**src/rtl/booth_mul_arbiter.sv**
```systemverilog
// Round-robin front end sharing one fixed-latency pipelined Booth multiplier.
// Requester IDs ride a tag pipeline alongside the products into a credit-protected show-ahead FIFO.
module booth_mul_arbiter #(
  parameter int NREQ       = 4,
  parameter int IDW        = 2,
  parameter int LAT        = 2,
  parameter int FIFO_DEPTH = 4
) (
  input  logic                 clk,
  input  logic                 rst_n,
  input  logic [NREQ-1:0]      req_valid,
  output logic [NREQ-1:0]      req_ready,
  input  logic [NREQ*32-1:0]   req_a,
  input  logic [NREQ*32-1:0]   req_b,
  output logic                 mul_valid_o,
  output logic [31:0]          mul_a_o,
  output logic [31:0]          mul_b_o,
  input  logic [63:0]          mul_p_i,
  output logic                 rsp_valid,
  input  logic                 rsp_ready,
  output logic [IDW-1:0]       rsp_id,
  output logic [63:0]          rsp_data
);
  localparam int CW = $clog2(FIFO_DEPTH + 1);
  localparam int AW = (FIFO_DEPTH > 1) ? $clog2(FIFO_DEPTH) : 1;

  logic [IDW-1:0] ptr;
  logic [IDW-1:0] grant;
  logic [IDW-1:0] idx;
  logic [CW-1:0]  outstanding;
  logic [CW-1:0]  fifo_cnt;
  logic           can_issue;
  logic           push;
  logic           pop;
  logic [LAT-1:0] tag_v;
  logic [IDW-1:0] tag_id [LAT];
  logic [IDW-1:0] mem_id [FIFO_DEPTH];
  logic [63:0]    mem_data [FIFO_DEPTH];
  logic [AW-1:0]  wr_ptr;
  logic [AW-1:0]  rd_ptr;
  logic [31:0]    a_arr [NREQ];
  logic [31:0]    b_arr [NREQ];

  for (genvar i = 0; i < NREQ; i++) begin : g_unpack
    assign a_arr[i] = req_a[32*i +: 32];
    assign b_arr[i] = req_b[32*i +: 32];
  end

  // Scan downward so the last hit, i.e. the nearest index at or above ptr, wins.
  always_comb begin
    grant = '0;
    idx   = '0;
    for (int k = NREQ - 1; k >= 0; k--) begin
      idx = IDW'((int'(ptr) + k) % NREQ);
      if (req_valid[idx]) grant = idx;
    end
  end

  assign can_issue   = (outstanding < CW'(FIFO_DEPTH)) && (|req_valid);
  assign req_ready   = can_issue ? (NREQ'(1) << grant) : '0;
  assign mul_valid_o = can_issue;
  assign mul_a_o     = can_issue ? a_arr[grant] : '0;
  assign mul_b_o     = can_issue ? b_arr[grant] : '0;

  assign push      = tag_v[LAT-1];
  assign rsp_valid = (fifo_cnt != '0);
  assign pop       = rsp_valid && rsp_ready;
  assign rsp_id    = rsp_valid ? mem_id[rd_ptr] : '0;
  assign rsp_data  = rsp_valid ? mem_data[rd_ptr] : '0;

  always_ff @(posedge clk or negedge rst_n) begin
    if (!rst_n) begin
      ptr   <= '0;
      tag_v <= '0;
      for (int i = 0; i < LAT; i++) tag_id[i] <= '0;
    end else begin
      if (can_issue) ptr <= (grant == IDW'(NREQ - 1)) ? '0 : grant + 1'b1;
      tag_v[0]  <= can_issue;
      tag_id[0] <= grant;
      for (int i = 1; i < LAT; i++) begin
        tag_v[i]  <= tag_v[i-1];
        tag_id[i] <= tag_id[i-1];
      end
    end
  end

  always_ff @(posedge clk) begin
    if (push) begin
      mem_id[wr_ptr]   <= tag_id[LAT-1];
      mem_data[wr_ptr] <= mul_p_i;
    end
  end

  // Credits cover in-flight and buffered results, so a push never meets a full FIFO.
  always_ff @(posedge clk or negedge rst_n) begin
    if (!rst_n) begin
      wr_ptr      <= '0;
      rd_ptr      <= '0;
      fifo_cnt    <= '0;
      outstanding <= '0;
    end else begin
      if (push) wr_ptr <= (wr_ptr == AW'(FIFO_DEPTH - 1)) ? '0 : wr_ptr + 1'b1;
      if (pop)  rd_ptr <= (rd_ptr == AW'(FIFO_DEPTH - 1)) ? '0 : rd_ptr + 1'b1;
      if (push && !pop)      fifo_cnt <= fifo_cnt + 1'b1;
      else if (!push && pop) fifo_cnt <= fifo_cnt - 1'b1;
      if (can_issue && !pop)      outstanding <= outstanding + 1'b1;
      else if (!can_issue && pop) outstanding <= outstanding - 1'b1;
    end
  end

endmodule

```
**config.mk**
```make
export PLATFORM = sky130hd
export DESIGN_NAME = booth_mul_arbiter
export DESIGN_NICKNAME = d
export VERILOG_FILES = /design/src/rtl/booth_mul_arbiter.sv
export SDC_FILE = /design/constraint.sdc
export NUM_CORES = 1
export LEC_CHECK = 0
export CAP_MARGIN = 20
export CORE_ASPECT_RATIO = 1.2
export CORE_MARGIN = 10
export CORE_UTILIZATION = 46
export CTS_BUF_LIST = sky130_fd_sc_hd__clkbuf_2
export DETAILED_ROUTE_END_ITERATION = 6
export PLACE_DENSITY = 0.82
export SLEW_MARGIN = 20
export SYNTH_ARGS = -nofsm -noshare
export SYNTH_HDL_FRONTEND = slang
export SYNTH_SLANG_ARGS = --single-unit
```
**constraint.sdc**
```tcl
create_clock -name clk -period 3.4 [get_ports clk]
set_input_delay 0.85 -clock clk [delete_from_list [all_inputs] [get_ports clk]]
set_output_delay 0.85 -clock clk [all_outputs]
set_load 0.01 [all_outputs]
```
==> results.sh, run 1 <==
export IMPL_status="finished, violations left"
export IMPL_failed_checks="DRC, setup timing"
export IMPL_antenna_found_initial=17
export IMPL_slew_headroom_pct=29.6
export IMPL_holdBufCountCts=0
export IMPL_synthAdderAreaFrac_pct=1.40
export IMPL_clock_skew_ns=0.102
export IMPL_syn_avg_cell_area_sq_um=17.6
export IMPL_timing_rr_end="outstanding[2]"
export IMPL_p_int_mw=11.7
export IMPL_die_area_sq_um=34800
export IMPL_whs_path_depth=0
export IMPL_ys_ff_latch=282
export IMPL_place_congestion=0.889
export IMPL_hold_viol=0
export IMPL_finish_net_count=1684
export IMPL_wl_um=54900
export IMPL_synth_edf_count=264
export IMPL_critical_path_required_ns=2.55
export IMPL_dp_hpwl_um=35500
export IMPL_pwr_share_comb_pct=61.0
export IMPL_first_global_vias=10600
export IMPL_tritoncts="done"
export IMPL_dr_pass1_iters=7
export IMPL_synth_net_count=1062
export IMPL_port_buffers=462
export IMPL_area_growth_pct=64.8
export IMPL_vias_per_cell=5.69
export IMPL_postSynth_topFlopCell="edfxtp_1"
export IMPL_grt_pass1_wl_um=73000
export IMPL_ys_seq_area_share_pct=65.8
export IMPL_crit_path_top_delay_cell="dfrtp_2"
export IMPL_ios=463
export IMPL_grt_usage_pct=29.2
export IMPL_powerDensity_nw_per_um2=884
export IMPL_synthSimpleGateAreaFrac_pct=4.35
export IMPL_setup_viol=79
export IMPL_grt_ovfl_total=0
export IMPL_numCtsBuffers=57
export IMPL_regToRegSetupSlack_ns=0.67
export IMPL_clk_pin_slew_ns=0.14
export IMPL_power_share_clock_pct=11.0
export IMPL_insertion_delay_ns=0.86
export IMPL_drt_iter0_markers=826
export IMPL_synth_distinct_cells=34
export IMPL_grt_start_max_net_pins=67
export IMPL_synth_top_family_by_area="multiplexers"
export IMPL_synthXorXnorAreaFrac_pct=0.413
export IMPL_hold_path_end="tag_id[0]"
export IMPL_crit_path_end_kind="primary output"
export IMPL_slew_viol_final=0
export IMPL_detail_route_wl_per_cell_um=31.5
export IMPL_min_path_type="reg -> reg"
export IMPL_drv_cap=0
export IMPL_p_sw_mw=6.84
export IMPL_tightestPinTransition_ns=1.06
export IMPL_rows=66
export IMPL_cts_sinks=282
export IMPL_worstPathArrival_ns=3.06
export IMPL_leakagePower_nw=8.03
export IMPL_core_sq_um=27200
export IMPL_rsz0062_at_grt="true"
export IMPL_pre_cts_slack_ns=-0.788
export IMPL_criticalPathCategory="reg -> out"
export IMPL_syn_area_sq_um=12700
export IMPL_vias=9906
export IMPL_synthCells=722
export IMPL_seq_power_share_pct=28.0
export IMPL_die_y_um=202
export IMPL_crit_fanout=6
export IMPL_ant_nets=0
export IMPL_crit_chain="inv_4 -> a221oi_2 -> buf_4 -> nand3_4 -> buf_16 -> buf_12 -> buf_8 -> mux2i_1 -> o22ai_2 -> buf_4 -> buf_12"
export IMPL_start_util_pct=46.9
export IMPL_post_route_period_util_pct=115
export IMPL_max_freq_mhz=256
export IMPL_min_from="tag_id[2]"
export IMPL_period_needed_ns=3.91
export IMPL_synth_compound_area_share_pct=3.74
export IMPL_htreeDepth=2
export IMPL_drc_errors=1
export IMPL_r2r_start="fifo_cnt[0]"
export IMPL_synth_mux_area_share_pct=22.0
export IMPL_irDropWorstVdd_mv=0.406
export IMPL_setup_slack_ns=-0.506
export IMPL_reg2regPathDepth=9
export IMPL_hold_ws_ns=0.325
export IMPL_slowest_delay_ns=0.50
export IMPL_clockBufferDepth=3
export IMPL_cts_root_buf="clkbuf_2"
export IMPL_swShare_pct=36.9
export IMPL_yosys_warnings=0
export IMPL_fp_dieW_um=172
export IMPL_async_reset_ff_share_pct=6.38
export IMPL_start_kind="flip-flop"
export IMPL_drive_gt1_share_pct=41.3
==> metrics by stage <==
step	TNS (ns)	instances	instance area (sq um)	utilization (%)	power, mW
finish	-26.68	1742	21000	77.2	18.5
global route	-33.02	1742	21000	77.2	19.3
CTS	-23.81	1706	20000	73.7	17.1
detailed placement	-44.01	1548	18300	67.5	13.9
global placement	-43.70	1548	18300	67.5	13.7
floorplan	0	722	12700	-	9.26
==> area by class of cell <==
type | count | area (sq um)
Sequential cell | 282 | 8390
Antenna cell | 11 | 27.5
Tap cell | 340 | 425
Clock buffer | 87 | 435
Multi-Input combinational cell | 384 | 5010
Fill cell | 1564 | 6200
Clock inverter | 19 | 100
Inverter | 7 | 38.8
Timing Repair Buffer | 612 | 6540
==> cells by family after synthesis <==
logic type      count (synthesis)
simple gates                   94
xor+xnor                        6
compound gates                 74
flops                         282
fa+ha+maj                      13
mux                           197
buf+inv                        56
==> what timing repair did <==
action / 4_1_cts / 5_1_grt
gates cloned: 18 / 7
buffers inserted: 39 / 27
resized for setup: 529 / 244
pin swaps: 16 / 29
endpoints found under the setup margin: 136 / 120
==> metal layers <==
layer	wire, um	GRT usage (%)	vias to the layer above
li1	-	-	4211
met1	17200	29.6	4985
met2	30200	54.2	595
met3	5480	9.26	109
met4	2030	10.6	6
met5	41	0	-
==> power groups by stage <==
stage               clock (mW)  combinational (mW)  sequential, mW
finish                    2.03                11.3            5.20
detailed placement           0                8.60            5.28
global placement             0                8.54            5.18
global route              2.22                11.8            5.25
CTS                       1.99                9.92            5.14
floorplan                    0                4.17            5.09
==> registers in the layout (all words and copies together), names as in the netlist <==
name and count:
mem_data 256, mem_id 8, tag_id 4, fifo_cnt 3
outstanding 3, ptr 2, rd_ptr 2, tag_v 2
wr_ptr 2
==> synthesized netlist by cell type, drive strengths merged (3+ instances only) <==
cell type  count  area share (%)
mux4          66              12
inv            7            0.21
nand2          7            0.23
nor2           6            0.18
buf           39             1.8
ha            11             1.1
mux2i        128              10
mux2           3            0.27
and2          74             3.6
edfxtp       264              62
clkbuf        10            0.29
xor2           4            0.28
o22ai         64             3.1
o21ai          3            0.12
dfrtp         18             3.5
==> cells in the final DEF (no fill, tap or decap), types with 7 or more instances in the layout <==
master | Yosys | layout
mux2i_4 | 0 | 17
buf_6 | 5 | 66
dfrtp_1 | 18 | 14
o22ai_4 | 0 | 23
and2_4 | 0 | 32
mux2i_1 | 128 | 83
clkbuf_16 | 0 | 7
clkbuf_2 | 0 | 114
buf_8 | 0 | 13
o22ai_2 | 0 | 17
mux4_2 | 66 | 66
diode_2 | 0 | 11
and2_1 | 74 | 42
edfxtp_1 | 264 | 264
buf_4 | 2 | 58
buf_2 | 28 | 50
ha_1 | 11 | 7
buf_12 | 0 | 34
clkinv_1 | 0 | 14
mux2i_2 | 0 | 28
clkdlybuf4s50_1 | 0 | 324
clkdlybuf4s15_1 | 0 | 9
buf_16 | 0 | 18
o22ai_1 | 64 | 24
==> critical path, delay by kind of cell, from the launching register on <==
kind            cells  cell delay [ns]
simple gates        1             0.13
compound gates      2             0.39
mux                 1             0.24
flops               1             0.50
buf+inv             7             0.93
==> worst max-delay path by stage <==
stage | from | to | slack [ns] | cells past startpoint
CTS | ptr[1] | mul_b_o[12] | -0.46 | 10
global placement | req_valid[3] | mul_b_o[6] | -0.81 | 9
detailed placement | req_valid[3] | mul_b_o[6] | -0.79 | 10
global route | ptr[1] | mul_b_o[0] | -0.59 | 11
finish | ptr[1] | mul_b_o[0] | -0.51 | 11
floorplan | req_valid[3] | req_ready[2] | 0.53 | 8
Power figures use the tool's default switching activity.
==> run 2, diff against run 1 <==
CORE_ASPECT_RATIO = 0.75   (was 1.2)
RECOVER_POWER = 25   (was not set)
==> results.sh, run 2 (synthesized netlist as in run 1, its figures left out) <==
export IMPL_slew_viol_final=0
export IMPL_drc_errors=0
export IMPL_worstPathArrival_ns=2.84
export IMPL_grt_ovfl_total=0
export IMPL_vias_per_cell=5.47
export IMPL_dp_hpwl_um=33000
export IMPL_hold_viol=0
export IMPL_whs_path_depth=0
export IMPL_r2r_start="fifo_cnt[0]"
export IMPL_grt_pass1_wl_um=67900
export IMPL_failed_checks="setup timing"
export IMPL_final_cell_mix="278 x clkdlybuf4s50_1, 264 x edfxtp_1, 102 x buf_6, 98 x clkbuf_2, 94 x mux2i_1"
export IMPL_insertion_delay_ns=0.94
export IMPL_fp_dieW_um=212
export IMPL_largest_register="mem_data"
export IMPL_finish_net_count=1658
export IMPL_clock_skew_ns=0.103
export IMPL_slew_headroom_pct=29.4
export IMPL_port_buffers=462
export IMPL_clockBufferDepth=3
export IMPL_area_growth_pct=59.4
export IMPL_tightestPinTransition_ns=1.06
export IMPL_place_congestion=0.916
export IMPL_reg_top3="mem_data x256, mem_id x8, tag_id x4"
export IMPL_cts_sinks=282
export IMPL_dr_wl_met2_um=25900
export IMPL_drive_gt1_share_pct=42.4
export IMPL_pre_cts_slack_ns=-0.959
export IMPL_min_path_type="reg -> reg"
export IMPL_crit_path_end_kind="primary output"
export IMPL_reg2regPathDepth=9
export IMPL_setup_slack_ns=-0.287
export IMPL_start_kind="flip-flop"
export IMPL_first_global_vias=10200
export IMPL_final_common_cell="clkdlybuf4s50_1"
export IMPL_rows=52
export IMPL_drt_iter0_markers=859
export IMPL_grt_start_max_net_pins=67
export IMPL_holdBufCountCts=0
export IMPL_crit_fanout=7
export IMPL_wl_met1_um=18200
export IMPL_period_needed_ns=3.69
export IMPL_hold_ws_ns=0.297
export IMPL_instances_no_fill=1719
export IMPL_dp_cells=1543
export IMPL_min_from="tag_id[2]"
export IMPL_die_area_sq_um=34800
export IMPL_largest_reg_flops=256
export IMPL_start_util_pct=46.9
export IMPL_antenna_found_initial=10
export IMPL_criticalPathCategory="reg -> out"
export IMPL_leakagePower_nw=7.91
export IMPL_die_y_um=164
export IMPL_top_layer="met5"
export IMPL_status="finished, violations left"
export IMPL_post_route_period_util_pct=108
export IMPL_tritoncts="done"
export IMPL_clk_pin_slew_ns=0.11
export IMPL_ant_nets=0
export IMPL_htreeDepth=2
export IMPL_powerDensity_nw_per_um2=880
export IMPL_numCtsBuffers=59
export IMPL_vias=9410
export IMPL_dr_pass1_iters=5
export IMPL_irDropWorstVdd_mv=0.516
export IMPL_max_freq_mhz=271
export IMPL_cts_root_buf="clkbuf_2"
export IMPL_setup_worst_path_start="ptr[1]"
export IMPL_ios=463
export IMPL_grt_usage_pct=26.4
export IMPL_core_sq_um=27100
export IMPL_detail_route_wl_per_cell_um=28.5
export IMPL_wl_um=49000
export IMPL_rsz0062_at_grt="true"
export IMPL_critical_path_required_ns=2.55
export IMPL_setup_viol=97
export IMPL_drv_cap=0
export IMPL_wl_met3_um=3890
[run 2: repair_timing]
| action | 4_1_cts | 5_1_grt |
|---|---|---|
| pin swaps | 31 | 15 |
| setup endpoints to repair | 135 | 134 |
| buffers inserted | 50 | 12 |
| cloned | 11 | 3 |
| gates resized for setup | 779 | 120 |
[run 2: per-stage QoR]
step	TNS, ns	power (mW)	util, %	area, sq um
4_1_cts	-21.49	17.0	72.9	19800
6_report	-15.42	17.8	74.8	20300
3_5_place_dp	-47.90	13.6	67.0	18200
5_1_grt	-30.56	18.7	74.7	20300
2_1_floorplan	0	9.26	-	12700
3_3_place_gp	-42.64	13.4	67.0	18200
[run 2: final cells by class]
class	count	area, sq um
Fill cell	1641	6840
Inverter	7	28.8
Clock buffer	98	490
Antenna cell	8	20.0
Multi-Input combinational cell	384	4770
Sequential cell	282	8390
Timing Repair Buffer	584	6120
Tap cell	351	439
Clock inverter	5	28.8
[run 2: path summary, 6_finish.rpt]
path,slack (ns),endpoint
worst max register to register,0.70,outstanding[2]
worst max-delay path,-0.29,mul_b_o[9]
worst min-delay path,0.30,tag_id[0]
min in group asynchronous,0.42,rd_ptr[1]
worst min register to register,0.30,tag_id[0]
max in group asynchronous,2.28,ptr[1]
[run 2: report_power, final]
part	switching, mW	total, mW	leakage (nW)	internal [mW]
clock	1.28	2.03	0.418	0.745
sequential	0.315	5.15	2.63	4.83
combinational	4.73	10.7	4.86	5.94
[run 2: routing by layer]
metal / GRT usage (%) / up-vias
met2: 46.0 / 412
met4: 5.74 / 8
met5: 0 / -
met3: 8.17 / 72
li1: - / 4157
met1: 31.6 / 4761
[run 2: critical path: stages (launching register included)]
cell and delay [ns]:
dfrtp_2 0.44, inv_2 0.07, a221oi_2 0.26, buf_4 0.16, nand3_4 0.07, buf_12 0.16
buf_16 0.15, buf_12 0.14, buf_12 0.12, mux2i_1 0.17, o22ai_2 0.09, buf_2 0.15
